`config.mk`:
```
export PLATFORM = sky130hd
export DESIGN_NAME = stream_mux_rr
export DESIGN_NICKNAME = d
export VERILOG_FILES = /design/src/rtl/stream_mux_pkg.sv /design/src/rtl/rr_arbiter.sv /design/src/rtl/stream_mux_rr.sv
export SDC_FILE = /design/constraint.sdc
export NUM_CORES = 1
export LEC_CHECK = 0
export BUFFER_PORTS_ARGS = -buffer_cell sky130_fd_sc_hd__buf_4
export CAP_MARGIN = 40
export CORE_UTILIZATION = 47
export CTS_BUF_LIST = sky130_fd_sc_hd__clkbuf_16
export CTS_CLUSTER_DIAMETER = 150
export DETAILED_ROUTE_END_ITERATION = 16
export PLACE_DENSITY = 0.87
export SLEW_MARGIN = 30
export SYNTH_ARGS = -nofsm -noshare
export SYNTH_HDL_FRONTEND = slang
export SYNTH_HIERARCHICAL = 1
export SYNTH_SLANG_ARGS = --single-unit
```
`constraint.sdc`:
```
create_clock -name clk -period 5.1 [get_ports clk]
set_input_delay 1.02 -clock clk [delete_from_list [all_inputs] [get_ports clk]]
set_output_delay 1.02 -clock clk [all_outputs]
set_load 0.005 [all_outputs]
```
`src/rtl/stream_mux_pkg.sv`:
```
// Shared definitions for the round-robin stream multiplexer.
package stream_mux_pkg;

  localparam logic MODE_FIXED = 1'b0;
  localparam logic MODE_RR    = 1'b1;

  // Width of a channel index for an n-channel mux (at least one bit).
  function automatic int sel_width(input int n);
    return (n <= 1) ? 1 : $clog2(n);
  endfunction

endpackage

```
`src/rtl/rr_arbiter.sv`:
```
// Rotating-priority arbiter: grants the first requester at or after ptr,
// wrapping modulo N. Purely combinational.
module rr_arbiter
  import stream_mux_pkg::*;
#(
  parameter int N    = 4,
  parameter int SELW = sel_width(N)
) (
  input  logic [N-1:0]    req,
  input  logic [SELW-1:0] ptr,
  output logic [SELW-1:0] grant_idx,
  output logic            grant_valid
);

  // Doubling the request vector and shifting by ptr puts req[(ptr+k) mod N]
  // at bit k, so the search becomes a plain lowest-set-bit scan.
  logic [2*N-1:0] req_rot;
  assign req_rot = {req, req} >> ptr;

  // Lowest set bit of the rotated vector, mapped back to a channel index.
  always_comb begin
    int c;
    grant_idx   = '0;
    grant_valid = 1'b0;
    c           = 0;
    for (int k = 0; k < N; k++) begin
      if (!grant_valid && req_rot[k]) begin
        c = int'(ptr) + k;
        if (c >= N) c = c - N;
        grant_valid = 1'b1;
        grant_idx   = SELW'(c);
      end
    end
  end

endmodule

```
`src/rtl/stream_mux_rr.sv`:
```
// N-channel valid/ready stream mux with fixed or round-robin channel choice
// and a single registered output stage.
module stream_mux_rr
  import stream_mux_pkg::*;
#(
  parameter int N    = 4,
  parameter int W    = 8,
  parameter int SELW = sel_width(N)
) (
  input  logic            clk,
  input  logic            rst,
  input  logic            mode,
  input  logic [SELW-1:0] sel,
  input  logic [N*W-1:0]  in_data,
  input  logic [N-1:0]    in_valid,
  output logic [N-1:0]    in_ready,
  output logic [W-1:0]    out_data,
  output logic [SELW-1:0] out_chan,
  output logic            out_valid,
  input  logic            out_ready
);

  // Channel-indexed views padded to a power of two, so any sel value
  // (including sel >= N) indexes safely and reads as "not valid".
  localparam int NP = 1 << SELW;

  logic [NP-1:0]         vld_pad;
  logic [NP-1:0][W-1:0]  data_arr;
  logic [NP-1:0]         rdy_pad;

  logic [W-1:0]    data_q, data_d;
  logic [SELW-1:0] chan_q, chan_d;
  logic            valid_q, valid_d;
  logic [SELW-1:0] ptr_q, ptr_d;

  logic [SELW-1:0] rr_idx;
  logic            rr_vld;
  logic [SELW-1:0] gnt_idx;
  logic            gnt_vld;
  logic            load;
  logic            xfer;

  assign vld_pad = NP'(in_valid);

  // Unpack the flat input bus into per-channel words; pad slots are zero.
  always_comb begin
    data_arr = '0;
    for (int i = 0; i < N; i++) data_arr[i] = in_data[i*W +: W];
  end

  rr_arbiter #(.N(N), .SELW(SELW)) u_arb (
    .req        (in_valid),
    .ptr        (ptr_q),
    .grant_idx  (rr_idx),
    .grant_valid(rr_vld)
  );

  // Grant selection and handshake: fixed path uses sel directly, RR path
  // uses the arbiter. Ready is only raised when the output can take a beat.
  always_comb begin
    gnt_idx = sel;
    gnt_vld = vld_pad[sel];
    if (mode == MODE_RR) begin
      gnt_idx = rr_idx;
      gnt_vld = rr_vld;
    end
    load    = !valid_q || out_ready;
    xfer    = load && gnt_vld && !rst;
    rdy_pad = '0;
    if (xfer) rdy_pad[gnt_idx] = 1'b1;
    in_ready = rdy_pad[N-1:0];
  end

  // Next state of the output register and round-robin pointer.
  always_comb begin
    data_d  = data_q;
    chan_d  = chan_q;
    valid_d = valid_q;
    ptr_d   = ptr_q;
    if (xfer) begin
      data_d  = data_arr[gnt_idx];
      chan_d  = gnt_idx;
      valid_d = 1'b1;
      ptr_d   = (gnt_idx == SELW'(N-1)) ? '0 : gnt_idx + SELW'(1);
    end else if (out_ready) begin
      valid_d = 1'b0;
    end
  end

  // State registers with synchronous reset that drops any held beat.
  always_ff @(posedge clk) begin
    if (rst) begin
      data_q  <= '0;
      chan_q  <= '0;
      valid_q <= 1'b0;
      ptr_q   <= '0;
    end else begin
      data_q  <= data_d;
      chan_q  <= chan_d;
      valid_q <= valid_d;
      ptr_q   <= ptr_d;
    end
  end

  assign out_data  = data_q;
  assign out_chan  = chan_q;
  assign out_valid = valid_q;

endmodule
```
# After elaboration in Yosys (flattened, before gate mapping)
# Cells that the tools add are included.
# totals
regBits	13
input_bits	42
elab_cells	58
out_inout_bits	15
# classes
n_reduce_logical	13
order_cmp	7
muxes	24
n_eq_ne	1
shifts	1
addsub	8
# op_table
cell	count
2-to-1 mux 2 bit	10
binary-select mux 8 bit (select 2 bit)	1
>= comparator 3 bit (second input constant)	3
2-to-1 mux 1 bit	9
2-to-1 mux 8 bit	1
>> shifter 8 x 2 -> 4 bit	1
subtractor 2 x 1 -> 2 bit (second input constant)	4
adder 2 x 2 -> 3 bit (second input constant)	2
logical AND 1 bit	6
less-than comparator 2 x 3 -> 1 bit (second input constant)	2
zero test 1 bit	5
2-to-1 mux 4 bit	1
adder 2 x 1 -> 3 bit (second input constant)	1
>= comparator 2 x 3 -> 1 bit (second input constant)	1
adder 2 x 1 -> 2 bit (second input constant)	1
binary-select mux 1 bit (select 2 bit)	1
demux 1 bit (select 2 bit)	1
== test 2 bit (second input constant)	1
>= comparator 2 x 1 -> 1 bit (second input constant)	1
nonzero test 2 bit	1
logical OR 1 bit	1

# Depth between registers and ports, before layout
# Gate-level depths: netlist of run 1.
# depth
ltp_word	17
ltp_mapped	10
ltp_nobuf	8

# By module
# The synthesis of run 1 kept the hierarchy.
# modules_own_cells
mod	cells_each	n_inst	seq_area_each_um2	area_per_inst_um2
stream_mux_rr	97	1	260.2	920.9
rr_arbiter	12	1	0.0	73.8

# Worst setup path before layout of run 1
# No wires, ideal clock.
# synth_timing
path_kind	input to output
start	input port in_valid[2]
end	output port in_ready[3]
arrival_time_ns	2.216
required_time_ns	4.080
n_path_buf	1
path_stages	9
setup_slack_ns	1.864
path_cell_list	nand2b_1 -> a21oi_1 -> a311oi_1 -> mux2i_1 -> clkbuf_1 -> inv_1 -> ha_1 -> inv_1 -> nor2_1
# synth_between
elab_chain_cells	17
word_cells_on_any_way	27
cone_classes	order compare: 2; shift: 1; mux: 15; reduce/logical: 9
# synth_lines
element	line_no	rtl
start, declared	stream_mux_rr.sv:15	input logic [N-1:0] in_valid,
>> shifter 8 x 2 -> 4 bit *	rr_arbiter.sv:18	assign req_rot = {req, req} >> ptr;
2-to-1 mux 1 bit	rr_arbiter.sv:27	if (!grant_valid && req_rot[k]) begin
zero test 1 bit	rr_arbiter.sv:27	
logical AND 1 bit	rr_arbiter.sv:27	
2-to-1 mux 1 bit	rr_arbiter.sv:27	
zero test 1 bit	rr_arbiter.sv:27	
logical AND 1 bit	rr_arbiter.sv:27	
2-to-1 mux 1 bit	rr_arbiter.sv:27	
[3 not listed]	n/a	
via rr_idx[0]	stream_mux_rr.sv:36	logic [SELW-1:0] rr_idx;
2-to-1 mux 2 bit *	stream_mux_rr.sv:63	if (mode == MODE_RR) begin
via gnt_idx[0]	stream_mux_rr.sv:38	logic [SELW-1:0] gnt_idx;
less-than comparator 2 x 3 -> 1 bit (implied by the code) / >= comparator 2 x 1 -> 1 bit (equally long branches)	stream_mux_rr.sv:70	if (xfer) rdy_pad[gnt_idx] = 1'b1;
logical AND 1 bit (implied by the code)	stream_mux_rr.sv:70	
2-to-1 mux 1 bit (implied by the code)	stream_mux_rr.sv:70	
demux 1 bit (select 2 bit) *	stream_mux_rr.sv:70	
2-to-1 mux 4 bit *	stream_mux_rr.sv:70	
end, declared	stream_mux_rr.sv:16	output logic [N-1:0] in_ready,
# Mark *: on every way through the listed nets, which the timed path passes. The rest lies on a longest branch. The select of a mux whose other input is x is not followed.

# Worst setup path in the final report of run 1
# layout_timing
start	input port in_valid[0]
end	output port in_ready[0]
# layout_between
word_cells_on_any_way	27
cone_classes	order compare: 2; shift: 1; mux: 15; reduce/logical: 9
# layout_rtl
element	line_no	rtl
>> shifter 8 x 2 -> 4 bit *	rr_arbiter.sv:18	
2-to-1 mux 1 bit	rr_arbiter.sv:27	
zero test 1 bit	rr_arbiter.sv:27	
logical AND 1 bit	rr_arbiter.sv:27	
2-to-1 mux 1 bit	rr_arbiter.sv:27	
zero test 1 bit	rr_arbiter.sv:27	
logical AND 1 bit	rr_arbiter.sv:27	
2-to-1 mux 1 bit	rr_arbiter.sv:27	
zero test 1 bit	rr_arbiter.sv:27	
logical AND 1 bit	rr_arbiter.sv:27	
2-to-1 mux 1 bit *	rr_arbiter.sv:27	
via rr_vld	stream_mux_rr.sv:37	logic rr_vld;
2-to-1 mux 1 bit *	stream_mux_rr.sv:63	
logical AND 1 bit * (2 in series)	stream_mux_rr.sv:68	xfer = load && gnt_vld && !rst;
2-to-1 mux 4 bit *	stream_mux_rr.sv:70	
# Marks and branches as above.

==> results of run 1 <==
[Yosys cell counts (all sizes together)]
master | count | area share
o21ai | 10 | 0.050
nand2 | 1 | 0.0038
dfxtp | 13 | 0.26
o2bb2a | 1 | 0.010
nor2b | 2 | 0.013
o31ai | 1 | 0.0075
nor4 | 2 | 0.013
buf | 5 | 0.043
or3 | 1 | 0.0063
clkbuf | 4 | 0.015
inv | 10 | 0.038
o311ai | 9 | 0.079
mux2 | 10 | 0.12
ha | 4 | 0.050
nor2 | 5 | 0.019
a2111oi | 1 | 0.0088
a21oi | 3 | 0.015
o22ai | 1 | 0.0063
or4 | 1 | 0.0075
a311oi | 1 | 0.0088
mux2i | 19 | 0.19
nand2b | 3 | 0.019
a31o | 2 | 0.018
[layout make-up]
class                      count  area [µm²]
clock inverter                 1       3.754
tap                           27       33.78
clock buffer                   3       75.07
sequential                    13       260.3
inverter                      10       37.54
multi-input combinational     77       653.1
fill                         136       483.0
timing repair buffer          58       435.4
[how the worst max path moves through the flow]
stage / startpoint / to / slack [ps] / depth (start not counted)
after CTS: in_valid[0] / in_ready[2] / 1000 / 6
after detailed placement: in_valid[0] / in_ready[2] / 1010 / 6
after global placement: in_valid[2] / in_ready[3] / 1070 / 10
after global routing: in_valid[0] / in_ready[1] / 820 / 6
final: in_valid[0] / in_ready[0] / 970 / 6
after floorplan: in_valid[2] / in_ready[3] / 1860 / 9
[flip-flops by register name (all words and copies together), names as in the netlist]
signal / flops
ptr_q: 2
out_data: 8
out_chan: 2
out_valid: 1
[worst max-delay path, cell delays in order]
cell,delay [ps]
buf_4,130
or4_1,530
o22ai_1,620
or3_1,570
nor2_1,80
buf_4,150
[per-stage QoR]
step	total power, W	instance area (µm²)
after global placement	0.0002777	1416
final	0.0004347	1499
after detailed placement	0.0002862	1420
after global routing	0.0004531	1499
after floorplan	0.0002193	994.7
after CTS	0.0004330	1499
[power groups by stage]
stage	Combinational (W)	Sequential [W]	Clock [W]
2_1_floorplan	0.0000882	0.000131	0
3_3_place_gp	0.000146	0.000132	0
3_5_place_dp	0.000154	0.000132	0
4_1_cts	0.000155	0.000131	0.000147
5_1_grt	0.000169	0.000133	0.000151
6_report	0.000155	0.000132	0.000148
[cells by family (layout without fill, tap and decap cells)]
kind of cell | Yosys count | in the layout | share of synthesized area
adders and majority gates | 4 | 4 | 0.05032
muxes | 29 | 29 | 0.3082
AOI/OAI and AO/OA | 29 | 29 | 0.2038
and+or+nand+nor | 15 | 15 | 0.08051
DFF | 13 | 13 | 0.2616
buffers and inverters | 19 | 72 | 0.09559
[per-layer routing]
metal  vias up  part of all wire  routed length, µm
met5         -                 0                  0
met4         0             0.011                 32
met3         4             0.081                229
met2        60              0.51               1450
met1       502              0.39               1115
li1        512                 -                  -
==> run_results.csv, run 1 <==
group,metric,value,unit
global_route,grt_total_ovfl,0,
sta,setup_viol,0,
sta,timing_max_transition_violations_final,0,
global_route,grtUsageMet1,0.2692,
clocking,clock-root-buffer,"clkbuf_16",
cells_and_area,mostFrequentLayoutCell,"buf_4",
sta,max_freq,0.2419,GHz
global_route,gr-usage-met3,0.07170,
die,die-height,48.01,µm
power,switching_share,0.2852,
global_route,via_count_of_the_first_global_routing_pass,965,
clocking,cts_hold_buf,0,
cells_and_area,drive_gt1_frac,0.4630,
drt,post_drt_wl_per_cell,14.96,µm
worst_setup_path,worst-endpoint-arrival,3110,ps
clocking,tritoncts,"yes",
clocking,cts-resized-gates,0,
power,power_density,290.0,mW/mm²
worst_setup_path,critical_path_required,4080,ps
synth,synth_fp_nets,155,
placed_design,placed_cells_incl_taps,185,
cells_and_area,antenna-diode-count,0,
global_route,grt_max_degree,18,
drt,route.vias.total,1078,
synth,synth_area_per_cell,9.126,µm²
cells_and_area,final_core_utilization,0.7563,
placed_design,detailed_place_hpwl,2173,µm
clocking,clock_sinks,13,
synth,synth.yosys.seq_area_share,0.2616,
sta,grt_setup_unrepaired,"false",
worst_setup_path,critPathLaunchType,"primary input",
clocking,worst_skew_late_latency,240,ps
cells_and_area,finish.net_count,209,
cells_and_area,most_used_cells_in_the_layout_excluding_fill_and_tap_cells,"buf_4 (58), mux2i_1 (17), dfxtp_1 (13)",
die,fp.coreArea,0.001982,mm²
synth,syn-cell-area,994.7,µm²
worst_setup_path,crit_path_end_kind,"output port",
global_route,grt_pass1_wl,3974,µm
cells_and_area,layout_overhead_on_the_synthesized_area,50.69,%
sta,final.setup.worst_slack,966.9,ps
drt,total_wirelength_of_the_detailed_routed_design,2827,µm
global_route,track_usage,0.2513,
job,number_of_max_cap_violations,0,
worst_setup_path,reg2reg_to,"out_data[6]",
worst_setup_path,setup.reg_to_reg.worst_slack,2500,ps
power,power.clock.fraction,0.341,
sta,clock_skew,2.887,ps
synth,synth.ff_latch_count,13,
global_route,grt_antenna_before_repair,0,
die,die_width,48.01,µm
synth,netlist-cell-type-count,28,
min_path,hold-path-endpoint,"out_chan[0]",
drt,drtAntennaViolNets,0,
min_path,hold_start,"out_chan[0]",
power,irDropWorstVdd,228.9,µV
placed_design,pre_cts_slack,1012,ps
min_path,hold-path-cell-count,1,
power,power.leakage,0.7413,nW
global_route,global_route.peak_usage_layer,"met2",
worst_setup_path,worst-setup-path-type,"in2out",
power,pwr-share-seq,0.303,
sta,timing.slew.headroom,0.4659,
die,floorplan.rows,16,
synth,synthesis.instances,109,
min_path,worstHoldPathType,"reg2reg",
placed_design,routabilityCongestion,0.7699,
clocking,post-cts-setup-buffers,0,
synth,yosysWarnings,6,
clocking,clkTransAtPathRegs,50,ps
drt,vias_per_cell,5.704,
run_status,run_status,"completed",
placed_design,port_buffers,56,
sta,timing_worst_slew_pin_value,785.7,ps
die,initial_utilization,0.5019,
cells_and_area,post_layout_nonfiller_instances,189,
worst_setup_path,worst_r2r_start,"ptr_q[1]",
clocking,cts_made_buffers,3,
sta,timing_hold_violations_final,0,
global_route,groute.layer.met2.usage,0.4649,
clocking,ctsLongestPathBuffers,2,
power,p_int,0.0003108,W
clocking,cts_htree_levels,1,
worst_setup_path,worst-path-max-fanout,17,
drt,drt_iter0_markers,14,
sta,tns,0,ps
power,power.combinational.fraction,0.356,
drt,drt_drc_violations_left,0,
worst_setup_path,reg2reg_depth,8,
power,switchingPower,0.0001240,W
sta,final_min_period_over_clock_period,0.8104,
drt,drt_pass1_iterations,4,
sta,hold_ws,485.1,ps
sta,timing.final.crit_period,4133,ps
die,io-pin-count,57,
die,die_area,0.002304,mm²
(Power assumes the default switching activity.)
==> inputs of run 2 (changes only) <==
ABC_AREA = 1   (was not set)
CORE_UTILIZATION = 44   (was 47)
PLACE_DENSITY = 0.78   (was 0.87)
clock period = 3.5 ns   (was 5.1 ns; I/O delays follow)
==> run_results.csv, run 2 <==
group,metric,value,unit
clocking,tritoncts,"yes",
worst_setup_path,critPathLaunchType,"flip-flop",
global_route,global_route.peak_usage_layer,"met2",
die,initial_utilization,0.4699,
worst_setup_path,cp-startpoint,"ptr_q[0]",
clocking,cts-resized-gates,0,
worst_setup_path,timing.critical_path.cells,"inv_8 > nand2_4 > nand3_4 > nand2_4 > nor2_2 > nand2_1 > nand2_1 > nor2_1 > nand2_1 > inv_1 > nand2_1 > o21ai_2 > inv_4 > ha_1 > inv_1 > nor2_1 > buf_4",
drt,post_drt_wl_per_cell,9.043,µm
synth,synthesis.instances,252,
synth,syn-cell-area,0.001446,mm²
worst_setup_path,worst-path-max-fanout,12,
synth,most_frequently_used_cell_type_in_the_post_synthesis_netlist,"nand2_1",
placed_design,place_area,0.001844,mm²
worst_setup_path,worst-setup-path-type,"reg2out",
global_route,grt_pass1_wl,5526,µm
job,number_of_max_cap_violations,0,
clocking,cts_hold_buf,0,
clocking,ctsLongestPathBuffers,2,
clocking,cts_htree_levels,1,
die,die_area,0.003521,mm²
power,irDropWorstVdd,263.4,µV
run_status,run_status,"completed",
placed_design,detailed_place_hpwl,2548,µm
synth,synth.cells.most_frequent,"nand2_1 (83), inv_1 (55), nand3_1 (24), nor2_1 (24), dfxtp_1 (13)",
cells_and_area,fill_cells,297,
synth,synth-compound-area-share,0.03287,
global_route,via_count_of_the_first_global_routing_pass,1378,
die,io-pin-count,57,
sta,timing_worst_slew_pin_value,596.0,ps
sta,final.setup.worst_slack,384.3,ps
cells_and_area,post-route-cell-area,0.001923,mm²
min_path,worstHoldPathType,"reg2reg",
sta,tns,0,ps
global_route,gr-usage-met3,0.04585,
drt,drt_pass1_iterations,4,
sta,timing_max_transition_violations_final,0,
worst_setup_path,worst-endpoint-arrival,2420,ps
sta,max_freq,0.3210,GHz
global_route,grtUsageMet1,0.2380,
drt,total_wirelength_of_the_detailed_routed_design,3165,µm
sta,timing_hold_violations_final,0,
synth,yosys.area_share.adder,0.03460,
global_route,grt_max_degree,27,
worst_setup_path,critical_path.max_stage_delay,600,ps
drt,drt_drc_violations_left,0,
worst_setup_path,critical_path_required,2800,ps
cells_and_area,mostFrequentLayoutCell,"nand2_1",
synth,post_synth_and_or_nand_nor_area_fraction,0.5173,
drt,vias_per_cell,4.511,
worst_setup_path,worst_r2r_start,"ptr_q[0]",
clocking,worst_skew_late_latency,240,ps
die,die-height,59.34,µm
cells_and_area,largest_register_ff_count,8,
worst_setup_path,cpMaxStageDelayCell,"dfxtp_1",
sta,timing.final.crit_period,3116,ps
synth,synth.yosys.seq_area_share,0.1799,
die,fp.coreArea,0.003078,mm²
worst_setup_path,critical_path.endpoint,"in_ready[3]",
clocking,clock-root-buffer,"clkbuf_16",
drt,drt_iter0_markers,33,
synth,synth-main-ff-cell,"dfxtp_1",
cells_and_area,drive_gt1_frac,0.2941,
synth,yosys.area_share.xor_xnor,0.006055,
synth,synth_fp_nets,298,
clocking,clock_sinks,13,
placed_design,pre_cts_slack,470.1,ps
cells_and_area,most_used_cells_in_the_layout_excluding_fill_and_tap_cells,"nand2_1 (83), buf_4 (58), inv_1 (56)",
sta,clock_skew,2.476,ps
cells_and_area,finish.net_count,353,
clocking,clkTransAtPathRegs,40,ps
worst_setup_path,crit_path_end_kind,"output port",
die,floorplan.rows,20,
synth,yosysWarnings,6,
global_route,groute.layer.met2.usage,0.3612,
worst_setup_path,crit_top_cell,"nand2_1",
clocking,post-cts-setup-buffers,0,
global_route,grt_total_ovfl,0,
placed_design,routabilityCongestion,0.8471,
synth,netlist.top_cell.by_area,"nand2_1",
power,power.leakage,1.180,nW
worst_setup_path,reg2reg_depth,17,
worst_setup_path,reg2reg_to,"ptr_q[0]",
sta,final_min_period_over_clock_period,0.8902,
sta,timing.slew.headroom,0.6026,
die,die_width,59.34,µm
synth,synth_enable_flop_cells,0,
synth,netlist-cell-type-count,25,
cells_and_area,layout_overhead_on_the_synthesized_area,32.96,%
drt,route.vias.total,1579,
power,power_density,448.8,mW/mm²
sta,grt_setup_unrepaired,"false",
synth,synth_mux_area_frac,0,
synth,synth_area_per_cell,5.740,µm²
synth,share_of_synthesized_registers_carrying_an_async_set_or_reset,0,
sta,setup_viol,0,
global_route,grt_antenna_before_repair,0,
sta,hold_ws,468.1,ps
worst_setup_path,setup.reg_to_reg.worst_slack,1160,ps
synth,main_combinational_cell_family_by_area_after_synthesis,"simple AND/OR/NAND/NOR gates",
clocking,cts_made_buffers,3,
cells_and_area,antenna-diode-count,0,
global_route,track_usage,0.2014,
placed_design,port_buffers,56,
synth,ys_top_cells_by_area,"nand2_1 (22%), dfxtp_1 (18%), inv_1 (14%)",
synth,synth.ff_latch_count,13,
synth,yosys.area.top_type_share,0.2154,
drt,drtAntennaViolNets,0,
-- run 2: cell type report --
class | instances | area [µm²] | area share
flip-flops and latches | 13 | 260.3 | 0.1353
well taps | 44 | 55.05 | 0.02863
repair buffers | 58 | 435.4 | 0.2264
clock inverters | 1 | 3.754 | 0.001952
multi-input cells | 170 | 854.6 | 0.4444
inverters | 61 | 239.0 | 0.1243
clock buffers | 3 | 75.07 | 0.03904
-- run 2: metrics by stage --
step                cells   power, W  utilization
floorplan             252  0.0005482            -
global placement      346  0.0006500       0.5992
detailed placement    346  0.0006563       0.5992
CTS                   350  0.0008699       0.6248
global route          350  0.0009413       0.6248
finish                350  0.0008631       0.6248
-- run 2: power by group --
group,total (W),switching [W],internal [W]
logic,0.000452,0.000261,0.000190
registers,0.000201,0.0000281,0.000173
clock network,0.000210,0.0000598,0.000150
total,0.000863,0.000349,0.000514
-- run 2: logic make-up after synthesis --
logic type | after synthesis
buffers and inverters | 69
flip-flops | 13
XOR/XNOR | 1
AND/OR/NAND/NOR | 157
adder cells (fa/ha/maj) | 4
AO/OA/AOI/OAI | 8
-- run 2: worst min path at each step --
stage                      from     endpoint  slack (ps)  depth (start not counted)
CTS                 out_chan[0]  out_chan[0]         470                          2
global placement    out_chan[0]  out_chan[0]         450                          2
global route        out_chan[0]  out_chan[0]         490                          2
detailed placement  out_chan[0]  out_chan[0]         450                          2
finish              out_chan[0]  out_chan[0]         470                          2
floorplan              ptr_q[1]     ptr_q[1]         440                          2
-- run 2: critical path, delay by kind of cell (launching register included) --
| family | cells | cell delay [ps] |
|---|---|---|
| simple gates | 10 | 640 |
| compound gates | 1 | 230 |
| buf+inv | 5 | 460 |
| flops | 1 | 600 |
| fa+ha+maj | 1 | 230 |
-- run 2: per-layer routing --
layer	up-vias	wire [µm]
li1	850	-
met1	678	1393
met2	49	1578
met3	2	183
met4	0	10
met5	-	0
